<file path="src/rtl/fnd_pkg.sv">
// -----------------------------------------------------------------------------
// fnd_pkg
// Shared definitions for the FND (7-segment) scan controller:
//   - active-low segment patterns for digits 0..9 and the all-off pattern
//   - decimal-point bit position inside the 8-bit segment word
//   - seg_encode(): BCD nibble -> active-low segment word (dp off)
//   - pow10(): constant helper used to size the saturation limit
// Segment word layout: bit 7 = dp, bits 6:0 = g..a, all active-low.
// -----------------------------------------------------------------------------
package fnd_pkg;

    localparam int DP_BIT = 7;

    localparam logic [7:0] SEG_0   = 8'hC0;
    localparam logic [7:0] SEG_1   = 8'hF9;
    localparam logic [7:0] SEG_2   = 8'hA4;
    localparam logic [7:0] SEG_3   = 8'hB0;
    localparam logic [7:0] SEG_4   = 8'h99;
    localparam logic [7:0] SEG_5   = 8'h92;
    localparam logic [7:0] SEG_6   = 8'h82;
    localparam logic [7:0] SEG_7   = 8'hF8;
    localparam logic [7:0] SEG_8   = 8'h80;
    localparam logic [7:0] SEG_9   = 8'h90;
    localparam logic [7:0] SEG_OFF = 8'hFF;

    // Non-decimal nibbles never occur after double dabble; they map to off.
    function automatic logic [7:0] seg_encode(input logic [3:0] nib);
        logic [7:0] seg;
        case (nib)
            4'd0:    seg = SEG_0;
            4'd1:    seg = SEG_1;
            4'd2:    seg = SEG_2;
            4'd3:    seg = SEG_3;
            4'd4:    seg = SEG_4;
            4'd5:    seg = SEG_5;
            4'd6:    seg = SEG_6;
            4'd7:    seg = SEG_7;
            4'd8:    seg = SEG_8;
            4'd9:    seg = SEG_9;
            default: seg = SEG_OFF;
        endcase
        return seg;
    endfunction

    function automatic logic [63:0] pow10(input int n);
        logic [63:0] r;
        r = 64'd1;
        for (int i = 0; i < n; i++) begin
            r = r * 64'd10;
        end
        return r;
    endfunction

endpackage

</file>
<file path="src/rtl/fnd_bin2bcd.sv">
// -----------------------------------------------------------------------------
// fnd_bin2bcd
// Sequential binary-to-BCD converter (shift-and-add-3, one bit per cycle).
// The input is saturated to 10^NUM_DIGITS-1 when captured.
// Ports:
//   clk, rst   clock, synchronous active-high reset (aborts a conversion)
//   start      capture request, honoured only while idle
//   bin        binary value to convert
//   busy       high for exactly DATA_W cycles after a captured start
//   done       high during the final conversion cycle; bcd is valid then
//   bcd        finished BCD result (meaningful only while done=1)
// -----------------------------------------------------------------------------
module fnd_bin2bcd
    import fnd_pkg::*;
#(
    parameter int DATA_W     = 14,
    parameter int NUM_DIGITS = 4
) (
    input  logic                    clk,
    input  logic                    rst,
    input  logic                    start,
    input  logic [DATA_W-1:0]       bin,
    output logic                    busy,
    output logic                    done,
    output logic [4*NUM_DIGITS-1:0] bcd
);

    localparam int          BCD_W   = 4 * NUM_DIGITS;
    localparam int          CNT_W   = $clog2(DATA_W + 1);
    localparam logic [63:0] MAX_VAL = pow10(NUM_DIGITS) - 64'd1;

    logic [DATA_W-1:0] shift_q, shift_d;
    logic [BCD_W-1:0]  work_q,  work_d;
    logic [CNT_W-1:0]  cnt_q;
    logic              busy_q;
    logic [DATA_W-1:0] sat_s;

    // Saturate the captured value so it always fits in NUM_DIGITS decimals.
    always_comb begin
        sat_s = bin;
        if (64'(bin) > MAX_VAL) begin
            sat_s = MAX_VAL[DATA_W-1:0];
        end else begin
            sat_s = bin;
        end
    end

    // One double-dabble step: add 3 to every nibble >= 5, then shift in the next MSB.
    always_comb begin
        logic [BCD_W-1:0] adj;
        adj = work_q;
        for (int i = 0; i < NUM_DIGITS; i++) begin
            if (adj[4*i +: 4] >= 4'd5) begin
                adj[4*i +: 4] = adj[4*i +: 4] + 4'd3;
            end else begin
                adj[4*i +: 4] = adj[4*i +: 4];
            end
        end
        work_d  = {adj[BCD_W-2:0], shift_q[DATA_W-1]};
        shift_d = shift_q << 1;
    end

    // Conversion state: capture when idle, step while busy.
    always_ff @(posedge clk) begin
        if (rst) begin
            shift_q <= '0;
            work_q  <= '0;
            cnt_q   <= '0;
            busy_q  <= 1'b0;
        end else if (!busy_q) begin
            if (start) begin
                shift_q <= sat_s;
                work_q  <= '0;
                cnt_q   <= CNT_W'(DATA_W);
                busy_q  <= 1'b1;
            end
        end else begin
            shift_q <= shift_d;
            work_q  <= work_d;
            cnt_q   <= cnt_q - CNT_W'(1);
            if (cnt_q == CNT_W'(1)) begin
                busy_q <= 1'b0;
            end
        end
    end

    // The last step's result is handed out combinationally so the display
    // can commit on the same edge that ends busy.
    assign busy = busy_q;
    assign done = busy_q && (cnt_q == CNT_W'(1));
    assign bcd  = work_d;

endmodule

</file>
<file path="src/rtl/fnd_scan_ctrl.sv">
// -----------------------------------------------------------------------------
// fnd_scan_ctrl
// Multi-digit active-low 7-segment scan controller with per-digit dp,
// leading-zero blanking and PWM brightness.
// Ports:
//   clk, rst    clock, synchronous active-high reset
//   bin_in      value to display (saturated to NUM_DIGITS decimals)
//   load        single-cycle capture request, ignored while busy
//   dot_mask    per-digit decimal point enable (bit 0 = rightmost), live
//   blank_lz    leading-zero blanking enable, live
//   bright      PWM duty level, live
//   busy        conversion in progress
//   fnd_digit   active-low digit enables (registered)
//   fnd_data    active-low segments, bit 7 = dp (registered)
// -----------------------------------------------------------------------------
module fnd_scan_ctrl
    import fnd_pkg::*;
#(
    parameter int NUM_DIGITS = 4,
    parameter int DATA_W     = 14,
    parameter int CLK_HZ     = 100_000_000,
    parameter int SCAN_HZ    = 1000,
    parameter int BRIGHT_W   = 3
) (
    input  logic                  clk,
    input  logic                  rst,
    input  logic [DATA_W-1:0]     bin_in,
    input  logic                  load,
    input  logic [NUM_DIGITS-1:0] dot_mask,
    input  logic                  blank_lz,
    input  logic [BRIGHT_W-1:0]   bright,
    output logic                  busy,
    output logic [NUM_DIGITS-1:0] fnd_digit,
    output logic [7:0]            fnd_data
);

    localparam int P      = CLK_HZ / SCAN_HZ;
    localparam int SLOT_W = (P > 1) ? $clog2(P) : 1;
    localparam int IDX_W  = (NUM_DIGITS > 1) ? $clog2(NUM_DIGITS) : 1;
    localparam int BCD_W  = 4 * NUM_DIGITS;

    logic [SLOT_W-1:0]     slot_q, slot_d;
    logic [IDX_W-1:0]      idx_q,  idx_d;
    logic [BCD_W-1:0]      disp_q, disp_d;
    logic [NUM_DIGITS-1:0] digit_q, digit_d;
    logic [7:0]            data_q,  data_d;

    logic                  conv_done_s;
    logic [BCD_W-1:0]      conv_bcd_s;
    logic [31:0]           thr_s;
    logic                  lit_s;
    logic [NUM_DIGITS-1:0] blank_s;
    logic [3:0]            nib_s;

    fnd_bin2bcd #(
        .DATA_W     (DATA_W),
        .NUM_DIGITS (NUM_DIGITS)
    ) u_bin2bcd (
        .clk   (clk),
        .rst   (rst),
        .start (load),
        .bin   (bin_in),
        .busy  (busy),
        .done  (conv_done_s),
        .bcd   (conv_bcd_s)
    );

    // Free-running slot counter and scan index; display commits atomically.
    always_comb begin
        slot_d = slot_q + SLOT_W'(1);
        idx_d  = idx_q;
        if (slot_q == SLOT_W'(P - 1)) begin
            slot_d = '0;
            if (idx_q == IDX_W'(NUM_DIGITS - 1)) begin
                idx_d = '0;
            end else begin
                idx_d = idx_q + IDX_W'(1);
            end
        end else begin
            idx_d = idx_q;
        end
        if (conv_done_s) begin
            disp_d = conv_bcd_s;
        end else begin
            disp_d = disp_q;
        end
    end

    // PWM window; count 0 of each slot stays dark so segment data never
    // changes under an enabled digit.
    always_comb begin
        thr_s = ((32'(bright) + 32'd1) * 32'(P)) >> BRIGHT_W;
        lit_s = (slot_q != '0) && (32'(slot_q) < thr_s);
    end

    // A digit is a leading zero when it and every digit to its left are 0.
    always_comb begin
        logic zero_run;
        zero_run = 1'b1;
        blank_s  = '0;
        for (int i = NUM_DIGITS - 1; i >= 0; i--) begin
            zero_run   = zero_run && (disp_q[4*i +: 4] == 4'd0);
            blank_s[i] = blank_lz && (i != 0) && zero_run;
        end
    end

    // Next output word for the active digit.
    always_comb begin
        nib_s   = disp_q[{idx_q, 2'b00} +: 4];
        digit_d = '1;
        data_d  = SEG_OFF;
        if (lit_s) begin
            digit_d = ~(NUM_DIGITS'(1) << idx_q);
            if (blank_s[idx_q]) begin
                data_d = SEG_OFF;
            end else begin
                data_d = seg_encode(nib_s);
            end
            if (dot_mask[idx_q]) begin
                data_d[DP_BIT] = 1'b0;
            end else begin
                data_d[DP_BIT] = data_d[DP_BIT];
            end
        end else begin
            digit_d = '1;
            data_d  = SEG_OFF;
        end
    end

    // Counters, display registers and registered pin drivers.
    always_ff @(posedge clk) begin
        if (rst) begin
            slot_q  <= '0;
            idx_q   <= '0;
            disp_q  <= '0;
            digit_q <= '1;
            data_q  <= SEG_OFF;
        end else begin
            slot_q  <= slot_d;
            idx_q   <= idx_d;
            disp_q  <= disp_d;
            digit_q <= digit_d;
            data_q  <= data_d;
        end
    end

    assign fnd_digit = digit_q;
    assign fnd_data  = data_q;

endmodule

</file>
<file path="config.mk">
export PLATFORM = sky130hd
export DESIGN_NAME = fnd_scan_ctrl
export DESIGN_NICKNAME = d
export VERILOG_FILES = /design/src/rtl/fnd_pkg.sv /design/src/rtl/fnd_bin2bcd.sv /design/src/rtl/fnd_scan_ctrl.sv
export SDC_FILE = /design/constraint.sdc
export NUM_CORES = 1
export LEC_CHECK = 0
export ABC_AREA = 1
export CORE_MARGIN = 2
export CORE_UTILIZATION = 53
export CTS_BUF_LIST = sky130_fd_sc_hd__clkbuf_16
export DETAILED_ROUTE_END_ITERATION = 7
export GPL_TIMING_DRIVEN = 0
export PLACE_DENSITY = 0.76
export SLEW_MARGIN = 20
export SYNTH_ARGS = -nofsm -noshare
export SYNTH_HDL_FRONTEND = slang
export SYNTH_SLANG_ARGS = --single-unit
</file>
<file path="constraint.sdc">
create_clock -name clk -period 3.7 [get_ports clk]
set_input_delay 0.74 -clock clk [delete_from_list [all_inputs] [get_ports clk]]
set_output_delay 0.74 -clock clk [all_outputs]
set_load 0.1 [all_outputs]
</file>
-- Yosys cells after proc, flatten, opt, wreduce, memory -nomap -nowiden
Memory sizes are Yosys's and may differ from the RTL's.
Cells that the tools add are included.
- $add $sub $neg: 8
- multipliers: 1
- div/mod/pow operators: 0
- magnitude comparators: 7
- equality and inequality tests: 3
- shifts and indexed selects: 2
- muxes and demuxes: 21
- bitwise gates (word level): 2
- reduce and logical (&&, ||, !) cells: 16
- operators by type and width (cell ; count):
    $mux W14 ; 3
    $mux W16 ; 2
    $mux W4 ; 5
    $lt A17 B18 Y1 ; 1
    $add A17 B1 Y17 const B ; 1
    $eq A17 B17 Y1 const B ; 1
    $reduce_bool A17 Y1 ; 1
    $ge A4 B3 Y1 const B ; 4
    $mul A4 B12 Y16 const B ; 1
    $shiftx A16 B5 Y4 ; 1
    $gt A14 B14 Y1 const B ; 1
    $add A4 B2 Y4 const B ; 3
    $logic_not A4 Y1 ; 3
    $mux W8 ; 1
    $logic_and A1 B1 Y1 ; 7
    $mux W1 ; 6
    $reduce_or A2 Y1 ; 3
    $add A3 B1 Y4 const B ; 1
    $bmux W1 S2 ; 2
    $eq A4 B1 Y1 const B ; 1
    $not A4 Y4 ; 1
    $shl A1 B2 Y4 const A ; 1
    $sub A4 B1 Y4 const B ; 1
    $add A3 B2 Y3 const B ; 1
    8 further kinds ; 8
- bits in registers: 82
- bits in latches: 0
- bits in writable memories: 0
- memory bits (read-only): 112
- input bits: 25
- output and inout port bits: 13
- logic and storage cells: 72
- memories: 1
- memories (memory ; words ; width ; read ports ; clocked after Yosys merged registers in ; wr ports ; RTL line ; text):
    (no name shown) ; 16 ; 7 ; 1 ; 0 ; 0 ; fnd_pkg.sv:29 ; case (nib)

-- Depth between registers and ports, before layout
Gate-level depths: netlist (run 1).
- depth after elaboration: 8
- mapped depth: 29
- gate-level depth less buffers: 28

-- Cells and area by module
A second synthesis (run 1) with hierarchy kept.
- cell total of the unflattened synthesis: 715
- area, all modules: 5134.9 µm²
- by module, submodules not included (module ; instances ; cells an instance ; area each (µm²) ; seq. area each (µm²)):
    fnd_scan_ctrl ; 1 ; 444 ; 3198.1 ; 940.9
    fnd_bin2bcd ; 1 ; 271 ; 1936.9 ; 700.7

-- Worst setup path before layout (run 1)
No wires, ideal clock.
- path kind: input port to flip-flop
- start: input bright[0]
- end: register data_q[2], in the netlist fnd_data[2]
- library setup time: 0.131 ns
- arrival time: 3.755 ns
- required time: 3.569 ns
- slack: -0.186 ns
- stages: 24
- buffers on the path: 1
- cell sequence: inv_1 > ha_1 > ha_1 > ha_1 > ha_1 > a21oi_1 > o21ai_0 > a21oi_1 > o21ai_0 > xor2_1 > ha_1 > nand2_1 > nand2_1 > nand2_1 > nand2_1 > nand2_1 > nand2_1 > nand2_1 > nand2_1 > nand3_1 > nand2_1 > inv_2 > buf_4 > nand4_1
- longest elaborated chain between the ends: 6
- RTL lines (element ; RTL line ; text):
    start: declaration ; fnd_scan_ctrl.sv:31 ; input logic [BRIGHT_W-1:0] bright,
    $add A3 B1 Y4 ; fnd_scan_ctrl.sv:92 ; thr_s = ((32'(bright) + 32'd1) * 32'(P)) >> BRIGHT_W;
    $mul A4 B12 Y16 ; fnd_scan_ctrl.sv:92 ;
    $lt A17 B18 Y1 ; fnd_scan_ctrl.sv:93 ; lit_s = (slot_q != '0) && (32'(slot_q) < thr_s);
    $logic_and A1 B1 Y1 ; fnd_scan_ctrl.sv:93 ;
    $not A1 Y1 (no source line) ; n/a ;
    $reduce_or A3 Y1 (no source line) ; n/a ;
    end signal: assignment ; fnd_scan_ctrl.sv:143 ; data_q <= data_d;
    end: declaration ; fnd_scan_ctrl.sv:46 ; logic [7:0] data_q, data_d;
No other way between the ends.
A chain may end at the register's enable or synchronous reset.

-- Final worst setup path (run 1)
- start: input bright[0]
- end: register data_q[4], in the netlist fnd_data[4]
The elaborated chain is that of the path after synthesis.

==> results of run 1 <==
-- layout by cell type (no fill, tap or decap), types with 20 or more instances in the layout --
cell	Yosys	layout
ha_1	50	41
dfxtp_1	82	82
nand3_1	32	30
nor2_1	43	43
o21ai_0	42	39
nand2_1	144	141
a21oi_1	64	63
nand4_1	20	20
inv_1	103	100
clkdlybuf4s50_1	0	33
-- through the flow --
stage	hold slack, ns	utilization, %	instance area (sq um)
2_1_floorplan	0.435	-	4990
3_3_place_gp	0.452	59.9	5490
3_5_place_dp	0.460	59.9	5490
4_1_cts	0.469	63.7	5830
5_1_grt	0.497	65.3	5980
6_report	0.473	65.3	5980
-- flip-flops by register name, summed over array words and instances (netlist names) --
| signal | flops |
|---|---|
| fnd_digit | 4 |
| idx_q | 2 |
| disp_q | 16 |
| u_bin2bcd.busy | 1 |
| u_bin2bcd.cnt_q | 4 |
| u_bin2bcd.shift_q | 14 |
| u_bin2bcd.work_q | 16 |
| slot_q | 17 |
| fnd_data | 8 |
-- worst register-to-register path: cells and delay by family (launching register included) --
family	cells	cell delay, ns
buffers and inverters	4	0.52
AO/OA/AOI/OAI	2	0.49
flip-flops	1	0.47
adder cells (fa/ha/maj)	1	0.30
AND/OR/NAND/NOR	3	0.29
-- layer usage --
metal / share of wire (%) / GRT usage (%) / routed length [microns]
met5: 0 / 0 / 0
met4: 1.8 / 8.11 / 205
met3: 4.6 / 3.54 / 522
met2: 49 / 43.0 / 5560
met1: 45 / 28.2 / 5110
-- final cells by class --
| class | count | area, sq um |
|---|---|---|
| clock inverter | 7 | 75.1 |
| inverter | 108 | 409 |
| timing repair buffer | 46 | 437 |
| buffer | 23 | 118 |
| fill | 806 | 3170 |
| tap | 111 | 139 |
| multi-input combinational | 483 | 2940 |
| sequential | 82 | 1640 |
| clock buffer | 9 | 225 |
-- report_power, final --
group          internal, mW  switching (mW)  total [mW]
logic                 0.154           0.261       0.416
clock network         0.528           0.380       0.908
registers             0.915          0.0166       0.931
-- timing repair --
item,in CTS,in global routing
gates cloned,0,2
endpoints found under the setup margin,12,12
setup buffers,2,6
pin swaps,6,10
gates resized for setup,16,28
-- logic make-up (layout without fill, tap and decap cells) --
kind of cell,Yosys count,count (layout)
compound gates,145,145
fa+ha+maj,50,50
xor+xnor,15,15
flops,82,82
simple gates,273,273
buf+inv,131,193
-- path summary, 6_finish.rpt --
check | to | startpoint | slack [ns] | depth (start not counted)
setup / recovery | fnd_data[4]$_SDFF_PP1_ | bright[0] | 0.16 | 25
hold / removal | u_bin2bcd.cnt_q[3]$_SDFFE_PP0P_ | u_bin2bcd.cnt_q[3]$_SDFFE_PP0P_ | 0.47 | 1
setup reg to reg | fnd_data[3]$_SDFF_PP1_ | idx_q[0]$_SDFFE_PP0P_ | 1.51 | 10
hold reg to reg | u_bin2bcd.cnt_q[3]$_SDFFE_PP0P_ | u_bin2bcd.cnt_q[3]$_SDFFE_PP0P_ | 0.47 | 1
==> impl_metrics.yaml, run 1 <==
logic_synthesis:
  synth_fp_nets: 771
  yosysMostFrequentCell: "nand2_1"
  synth_top_family_by_area: "simple AND/OR/NAND/NOR gates"
  synth-seq-area-share_pct: 33.2
  synthTopCellsByCount: "nand2_1, inv_1, dfxtp_1"
  yosys_most_used_dff: "dfxtp_1"
  synth_top_area_share_pct: 33.2
  avgSynthCellArea_sq_um: 7.11
  synth_edf_count: 0
  async_flop_share_pct: 0
  synthesis.area_sq_um: 4950
  synth_cell_types: 40
  ys_top_cells_by_area: "dfxtp_1, ha_1, nand2_1, inv_1, a21oi_1"
  synth_adder_area_share_pct: 12.6
  synth-compound-area-share_pct: 16.0
  synth_mux_area_share_pct: 0
  yosysWarnings: 0
  yosys.area_share.simple_pct: 25.1
  synth_seq_cells: 82
  synth_xor_area_share_pct: 2.66
  syn_inst: 696
  synth_top_area_cell: "dfxtp_1"
cts:
  ctsHoldBuffers: 0
  worstSkewPairLatency_ns: 0.34
  cts_max_level: 3
  clockRootBuffer: "clkbuf_16"
  cts_inserted_buffers: 9
  ctsLongestPathBuffers: 2
  clock_sinks: 82
  cts_tree: "yes"
  clkSlewWorstSetupHoldPaths_ns: 0.06
grt:
  gr-total-overflow: 0
  first_global_vias: 4485
  grt_use_total_pct: 23.7
  grt_pass1_wl_microns: 19500
  grt_start_max_net_pins: 16
  antenna_found_initial: 0
run_status:
  status: "finished clean"
job:
  cap_violations: 0
floorplanning:
  ios: 38
  die-area_sq_um: 10100
  die_h_microns: 101
  die_w_microns: 101
  start_util_pct: 54.0
  core_sq_um: 9150
  rows: 35
worst_setup_path:
  slowest_delay_ns: 0.31
  crit_path_end_kind: "register"
  path_common_cell: "nand2_1"
  critPathArrivalTime_ns: 3.75
  crit_path_start_kind: "primary input"
  crit_fanout: 7
  cp.buffers_inverters: 4
  crit_required_ns: 3.91
  cpLargestDelayFamily: "adder cells"
  cp_slowest_cell: "ha_4"
  path_class: "primary input to register"
sta:
  fin_setup_tns_ns: 0
  finalHoldViolCount: 0
  skew_ns: 0.00728
  finalSetupViolations: 0
  finalMaxSlewViolations: 0
  max_slew_margin_pct: 35.4
  final.min_clock_period_ns: 3.54
  worst_pin_slew_ns: 0.966
  fin_crit_sh_pct: 95.8
  max_freq_mhz: 282
  final.setup.worst_slack_ns: 0.157
layout:
  area_growth_pct: 20.9
  antenna_cells: 0
  drive_gt1_share_pct: 10.8
  fin_nets: 828
  final_cells: 869
pwr:
  ir_worst_vdd_mv: 0.247
  finalPower_mw: 2.25
  powerDensity_nw_per_um2: 377
  p_leak_nw: 2.60
drt:
  vias: 4647
  routed_wl_microns: 11400
  post-route-drc-count: 0
  drtAntennaViolNets: 0
  wl_per_cell_microns: 13.1
  vias_per_cell: 5.35
  drt_pre_antenna_iters: 4
  drt_iter0_drc: 222
place:
  dp_cells: 843
  dp_slack_ns: -1.22
  port_buffers: 36
  hpwl_microns: 8430
  globalplace.congestion: 0.902
min_path:
  hp-class: "register to register"
Note: power is estimated with default switching activity, not from simulation.
==> run 2, diff against run 1 <==
--- a/config.mk
+++ b/config.mk
@@ -11,7 +11,7 @@
 export CTS_BUF_LIST = sky130_fd_sc_hd__clkbuf_16
 export DETAILED_ROUTE_END_ITERATION = 7
 export GPL_TIMING_DRIVEN = 0
-export PLACE_DENSITY = 0.76
+export PLACE_DENSITY = 0.86
 export SLEW_MARGIN = 20
 export SYNTH_ARGS = -nofsm -noshare
 export SYNTH_HDL_FRONTEND = slang
==> impl_metrics.yaml, run 2 (synthesized netlist as in run 1, its figures left out) <==
cts:
  cts_inserted_buffers: 9
  ctsLongestPathBuffers: 2
  worstSkewPairLatency_ns: 0.34
  clkSlewWorstSetupHoldPaths_ns: 0.06
  clockRootBuffer: "clkbuf_16"
  cts_max_level: 3
  cts_tree: "yes"
  clock_sinks: 82
floorplanning:
  core_sq_um: 9150
  die-area_sq_um: 10100
  rows: 35
  die_h_microns: 101
  die_w_microns: 101
  ios: 38
  start_util_pct: 54.0
worst_setup_path:
  cp_slowest_cell: "ha_1"
  reg2regPathDepth: 10
  cpLargestDelayFamily: "adder cells"
  rrSetupSlack_ns: 1.55
  cp.buffers_inverters: 7
  crit_fanout: 7
  critPathArrivalTime_ns: 3.84
  crit_required_ns: 3.97
  r2r-start: "idx_q[0]$_SDFFE_PP0P_"
  crit_path_end_kind: "register"
  crit_path_start_kind: "primary input"
  slowest_delay_ns: 0.27
  reg2reg_to: "fnd_data[3]$_SDFF_PP1_"
  path_cells: "buf_12 -> ha_4 -> inv_1 -> nand2_2 -> nand2_4 -> ha_4 -> inv_2 -> ha_4 -> ha_1 -> inv_1 -> o21bai_1 -> nand3_1 -> o21ai_1 -> inv_1 -> o21ai_2 -> inv_1 -> nand3_1 -> nand2_2 -> ha_4 -> nand3_1 -> nor2_1 -> nand4_1 -> buf_4 -> nand3_1"
  path_class: "primary input to register"
layout:
  final_cell_mix: "nand2_1, inv_1, dfxtp_1, a21oi_1, nor2_1"
  area_growth_pct: 20.9
  top_regs: "slot_q x17, disp_q x16, u_bin2bcd.work_q x16"
  drive_gt1_share_pct: 10.5
  final_util_pct: 65.3
  final_cells: 866
  largest_reg_flops: 17
  regMostFlops: "slot_q"
  fin_nets: 825
  layout_commonest_cell: "nand2_1"
  antenna_cells: 0
sta:
  max_slew_margin_pct: 34.3
  worst_pin_slew_ns: 0.983
  finalMaxSlewViolations: 0
  fin_crit_sh_pct: 96.5
  final.min_clock_period_ns: 3.57
  finalSetupViolations: 0
  finalHoldViolCount: 0
  max_freq_mhz: 280
  final.setup.worst_slack_ns: 0.130
  skew_ns: 0.00687
place:
  globalplace.congestion: 0.923
  dp_slack_ns: -1.24
  dp_cells: 843
  hpwl_microns: 8680
  port_buffers: 36
pwr:
  p_sw_share_pct: 28.3
  power_frac_clock_pct: 41.9
  ir_worst_vdd_mv: 0.208
  switchingPower_uw: 658
  powerDensity_nw_per_um2: 388
  combPwrFrac_pct: 17.9
  pwr-share-seq_pct: 40.2
  p_leak_nw: 2.60
  p_int_mw: 1.66
drt:
  drt_pre_antenna_iters: 5
  drtAntennaViolNets: 0
  vias: 4798
  drt_iter0_drc: 251
  routed_wl_microns: 11900
  wl_per_cell_microns: 13.7
  vias_per_cell: 5.54
  post-route-drc-count: 0
grt:
  grt_start_max_net_pins: 16
  grt_use_total_pct: 24.3
  antenna_found_initial: 0
  first_global_vias: 4710
  grt_pass1_wl_microns: 20000
  gr-total-overflow: 0
run_status:
  status: "finished clean"
min_path:
  min_to: "slot_q[0]$_SDFF_PP0_"
  min_from: "slot_q[0]$_SDFF_PP0_"
  hp-class: "register to register"
  hold_path_depth: 1
job:
  cap_violations: 0
==> run 2: cell count changes in the layout (fill, tap and decap cells not counted), sizes merged <==
cell / delta
bufinv: +1
inv: -2
clkinv: +2
buf: -4
==> run 2: layer usage <==
metal,track usage (%),wire [microns],vias to the layer above
met5,0,0,-
met4,12.6,335,0
met3,3.95,575,32
met2,44.2,6090,159
met1,27.0,4900,2204
li1,-,-,2403
==> run 2: worst max-delay path by stage <==
stage	from	end	slack, ns	cells past startpoint
final	bright[0]	fnd_digit[2]$_SDFF_PP1_	0.13	24
after global routing	bright[0]	fnd_digit[2]$_SDFF_PP1_	-0.07	24
after CTS	bright[1]	fnd_data[5]$_SDFF_PP1_	0.01	25
after detailed placement	bright[0]	fnd_data[5]$_SDFF_PP1_	-1.24	25
after global placement	bright[0]	fnd_data[4]$_SDFF_PP1_	-1.13	25
after floorplan	bright[0]	fnd_data[2]$_SDFF_PP1_	0.01	24
==> run 2: power groups by stage <==
stage | logic [mW] | registers [mW] | clock network [mW]
2_1_floorplan | 0.203 | 1.02 | 0
3_3_place_gp | 0.366 | 0.950 | 0
3_5_place_dp | 0.383 | 0.952 | 0
4_1_cts | 0.391 | 0.932 | 0.981
5_1_grt | 0.461 | 0.935 | 1.02
6_report | 0.416 | 0.932 | 0.974
==> run 2: area by class of cell <==
class | instances | area, sq um
flip-flops and latches | 82 | 1640
repair inverters | 1 | 7.51
well taps | 111 | 139
repair buffers | 43 | 415
clock inverters | 7 | 101
plain buffers | 22 | 106
clock buffers | 9 | 225
fillers | 744 | 3170
inverters | 108 | 412
multi-input cells | 483 | 2930
==> run 2: worst register-to-register path: stages (launching register included) <==
cell and delay [ns]:
dfxtp_1 0.46, buf_2 0.26, nand2_1 0.08, a32oi_1 0.35, inv_1 0.15, ha_1 0.30, inv_1 0.05, nor2_1 0.11
o21ai_0 0.11, inv_1 0.06, nand4_1 0.09
==> run 2: what timing repair did <==
action | in CTS | in global routing
endpoints found under the setup margin | 12 | 12
gates cloned | 0 | 2
resized for setup | 15 | 26
setup buffers | 3 | 3
pin swaps | 4 | 8
hold buffers | 0 | 0
==> run 2: per-stage QoR <==
step / TNS [ns] / cell area (sq um) / total power, mW / hold slack [ns]
2_1_floorplan: 0 / 4990 / 1.23 / 0.435
3_3_place_gp: -13.06 / 5490 / 1.32 / 0.451
3_5_place_dp: -14.12 / 5490 / 1.33 / 0.465
4_1_cts: 0 / 5840 / 2.30 / 0.477
5_1_grt: -0.694 / 5980 / 2.42 / 0.496
6_report: 0 / 5980 / 2.32 / 0.478
==> run 3, diff against run 2 <==
--- a/config.mk
+++ b/config.mk
@@ -6,12 +6,13 @@
 export NUM_CORES = 1
 export LEC_CHECK = 0
 export ABC_AREA = 1
+export CAP_MARGIN = 20
 export CORE_MARGIN = 2
-export CORE_UTILIZATION = 53
+export CORE_UTILIZATION = 40
 export CTS_BUF_LIST = sky130_fd_sc_hd__clkbuf_16
 export DETAILED_ROUTE_END_ITERATION = 7
 export GPL_TIMING_DRIVEN = 0
-export PLACE_DENSITY = 0.86
+export PLACE_DENSITY = 0.7
 export SLEW_MARGIN = 20
 export SYNTH_ARGS = -nofsm -noshare
 export SYNTH_HDL_FRONTEND = slang
==> impl_metrics.yaml, run 3 (synthesized netlist as in run 1, its figures left out) <==
sta:
  worst_pin_slew_ns: 0.982
  fin_setup_tns_ns: 0
  whs_ns: 0.467
  max_slew_margin_pct: 34.3
  finalSetupViolations: 0
  final.setup.worst_slack_ns: 0.180
  fin_crit_sh_pct: 95.1
  skew_ns: 0.00822
  final.min_clock_period_ns: 3.52
  finalHoldViolCount: 0
  max_freq_mhz: 284
  finalMaxSlewViolations: 0
  rsz0062_at_grt: "yes"
worst_setup_path:
  path_class: "primary input to register"
  critPathLaunch: "bright[0]"
  crit_path_end_kind: "register"
  crit_fanout: 6
  endpoint: "fnd_data[4]$_SDFF_PP1_"
  crit_required_ns: 3.91
  critPathArrivalTime_ns: 3.72
  rrSetupSlack_ns: 1.56
  r2r-start: "idx_q[0]$_SDFFE_PP0P_"
  reg2reg_to: "fnd_data[3]$_SDFF_PP1_"
  reg2regPathDepth: 10
  crit_path_start_kind: "primary input"
min_path:
  min_from: "slot_q[0]$_SDFF_PP0_"
  hp-class: "register to register"
place:
  post_dp_cell_area_sq_um: 5560
  dp_slack_ns: -1.20
  hpwl_microns: 8080
  globalplace.congestion: 0.879
  port_buffers: 36
  dp_cells: 900
cts:
  clockRootBuffer: "clkbuf_16"
  clkSlewWorstSetupHoldPaths_ns: 0.06
  cts_tree: "yes"
  cts_max_level: 3
  cts_inserted_buffers: 9
  clock_sinks: 82
  worstSkewPairLatency_ns: 0.34
  ctsLongestPathBuffers: 2
drt:
  top_layer: "met4"
  drt_iter0_drc: 246
  wl_per_cell_microns: 12.0
  drt_pre_antenna_iters: 4
  routed_wl_microns: 11100
  drtAntennaViolNets: 0
  post-route-drc-count: 0
  vias: 4544
  vias_per_cell: 4.92
  routed-wl-met2_microns: 5320
  drt-met1-wl_microns: 5260
  wl_met3_microns: 378
floorplanning:
  rows: 40
  start_util_pct: 41.0
  core_sq_um: 12100
  ios: 38
  die-area_sq_um: 13300
  die_w_microns: 115
  die_h_microns: 115
layout:
  multi_input_area_sq_um: 2920
  fin_nets: 827
  largest_reg_flops: 17
  layout_commonest_cell: "nand2_1"
  antenna_cells: 0
  final_util_pct: 50.1
  regMostFlops: "slot_q"
  final_cell_mix: "nand2_1, inv_1, dfxtp_1, a21oi_1, nor2_1"
  top_regs: "slot_q x17, disp_q x16, u_bin2bcd.work_q x16"
  drive_gt1_share_pct: 9.92
  ff_latch_area_sq_um: 1640
  area_growth_pct: 22.1
  design_area_sq_um: 6040
  final_cells: 924
  fill_cells: 1204
grt:
  grt_use_total_pct: 17.7
  grt_start_max_net_pins: 14
  grt_pass1_wl_microns: 19100
  first_global_vias: 4218
  gr-total-overflow: 0
  antenna_found_initial: 0
pwr:
  ir_worst_vdd_mv: 0.157
  p_leak_nw: 2.61
  powerDensity_nw_per_um2: 378
  finalPower_mw: 2.28
run_status:
  status: "finished clean"
job:
  cap_violations: 0
-- run 3: changes by cell type in the layout (fill, tap and decap cells not counted), sizes merged --
cell      previous run  this run
buf                 22        25
inv                109       108
clkinvlp             3         2
-- run 3: area by class of cell --
type	instances	share of cell area, %
repair buffers	45	7.19
flip-flops and latches	82	27.2
clock inverters	6	1.39
inverters	108	6.77
plain buffers	23	1.89
well taps	168	3.48
clock buffers	9	3.73
multi-input cells	483	48.4
-- run 3: routing by layer --
layer	vias up	global-route usage (%)
li1	2411	-
met5	-	0
met3	10	3.27
met2	75	30.0
met4	0	5.46
met1	2048	22.9
-- run 3: timing repair --
item / 4_1_cts / 5_1_grt
setup endpoints to repair: 12 / 12
pin swaps: 4 / 13
setup buffers: 5 / 3
hold buffers: 0 / 0
gates cloned: 0 / 1
gates resized for setup: 17 / 21
-- run 3: how the worst min path moves through the flow --
stage / end / cells past startpoint / slack, ns
global route: slot_q[0]$_SDFF_PP0_ / 1 / 0.49
detailed placement: slot_q[0]$_SDFF_PP0_ / 1 / 0.46
global placement: u_bin2bcd.cnt_q[3]$_SDFFE_PP0P_ / 1 / 0.46
CTS: u_bin2bcd.cnt_q[3]$_SDFFE_PP0P_ / 1 / 0.47
floorplan: u_bin2bcd.cnt_q[3]$_SDFFE_PP0P_ / 1 / 0.44
finish: slot_q[0]$_SDFF_PP0_ / 1 / 0.47
-- run 3: report_power, final --
part	internal [mW]	switching, mW
registers	0.915	0.0161
logic	0.155	0.258
clock network	0.583	0.352
total	1.65	0.626
-- run 3: critical path, stage by stage --
cell	delay, ns
buf_12	0.09
clkinvlp_4	0.10
ha_4	0.31
ha_4	0.22
ha_4	0.24
ha_4	0.22
a21oi_2	0.17
o21ai_2	0.08
a21oi_1	0.15
o21ai_1	0.10
xor2_1	0.17
ha_1	0.30
nand2_1	0.06
nand2_1	0.04
nand2_1	0.05
nand2_1	0.04
nand2_1	0.06
nand2_1	0.05
nand2_1	0.05
nand2_1	0.05
nand3_1	0.07
nand2_1	0.08
inv_2	0.10
buf_6	0.12
nand4_1	0.07
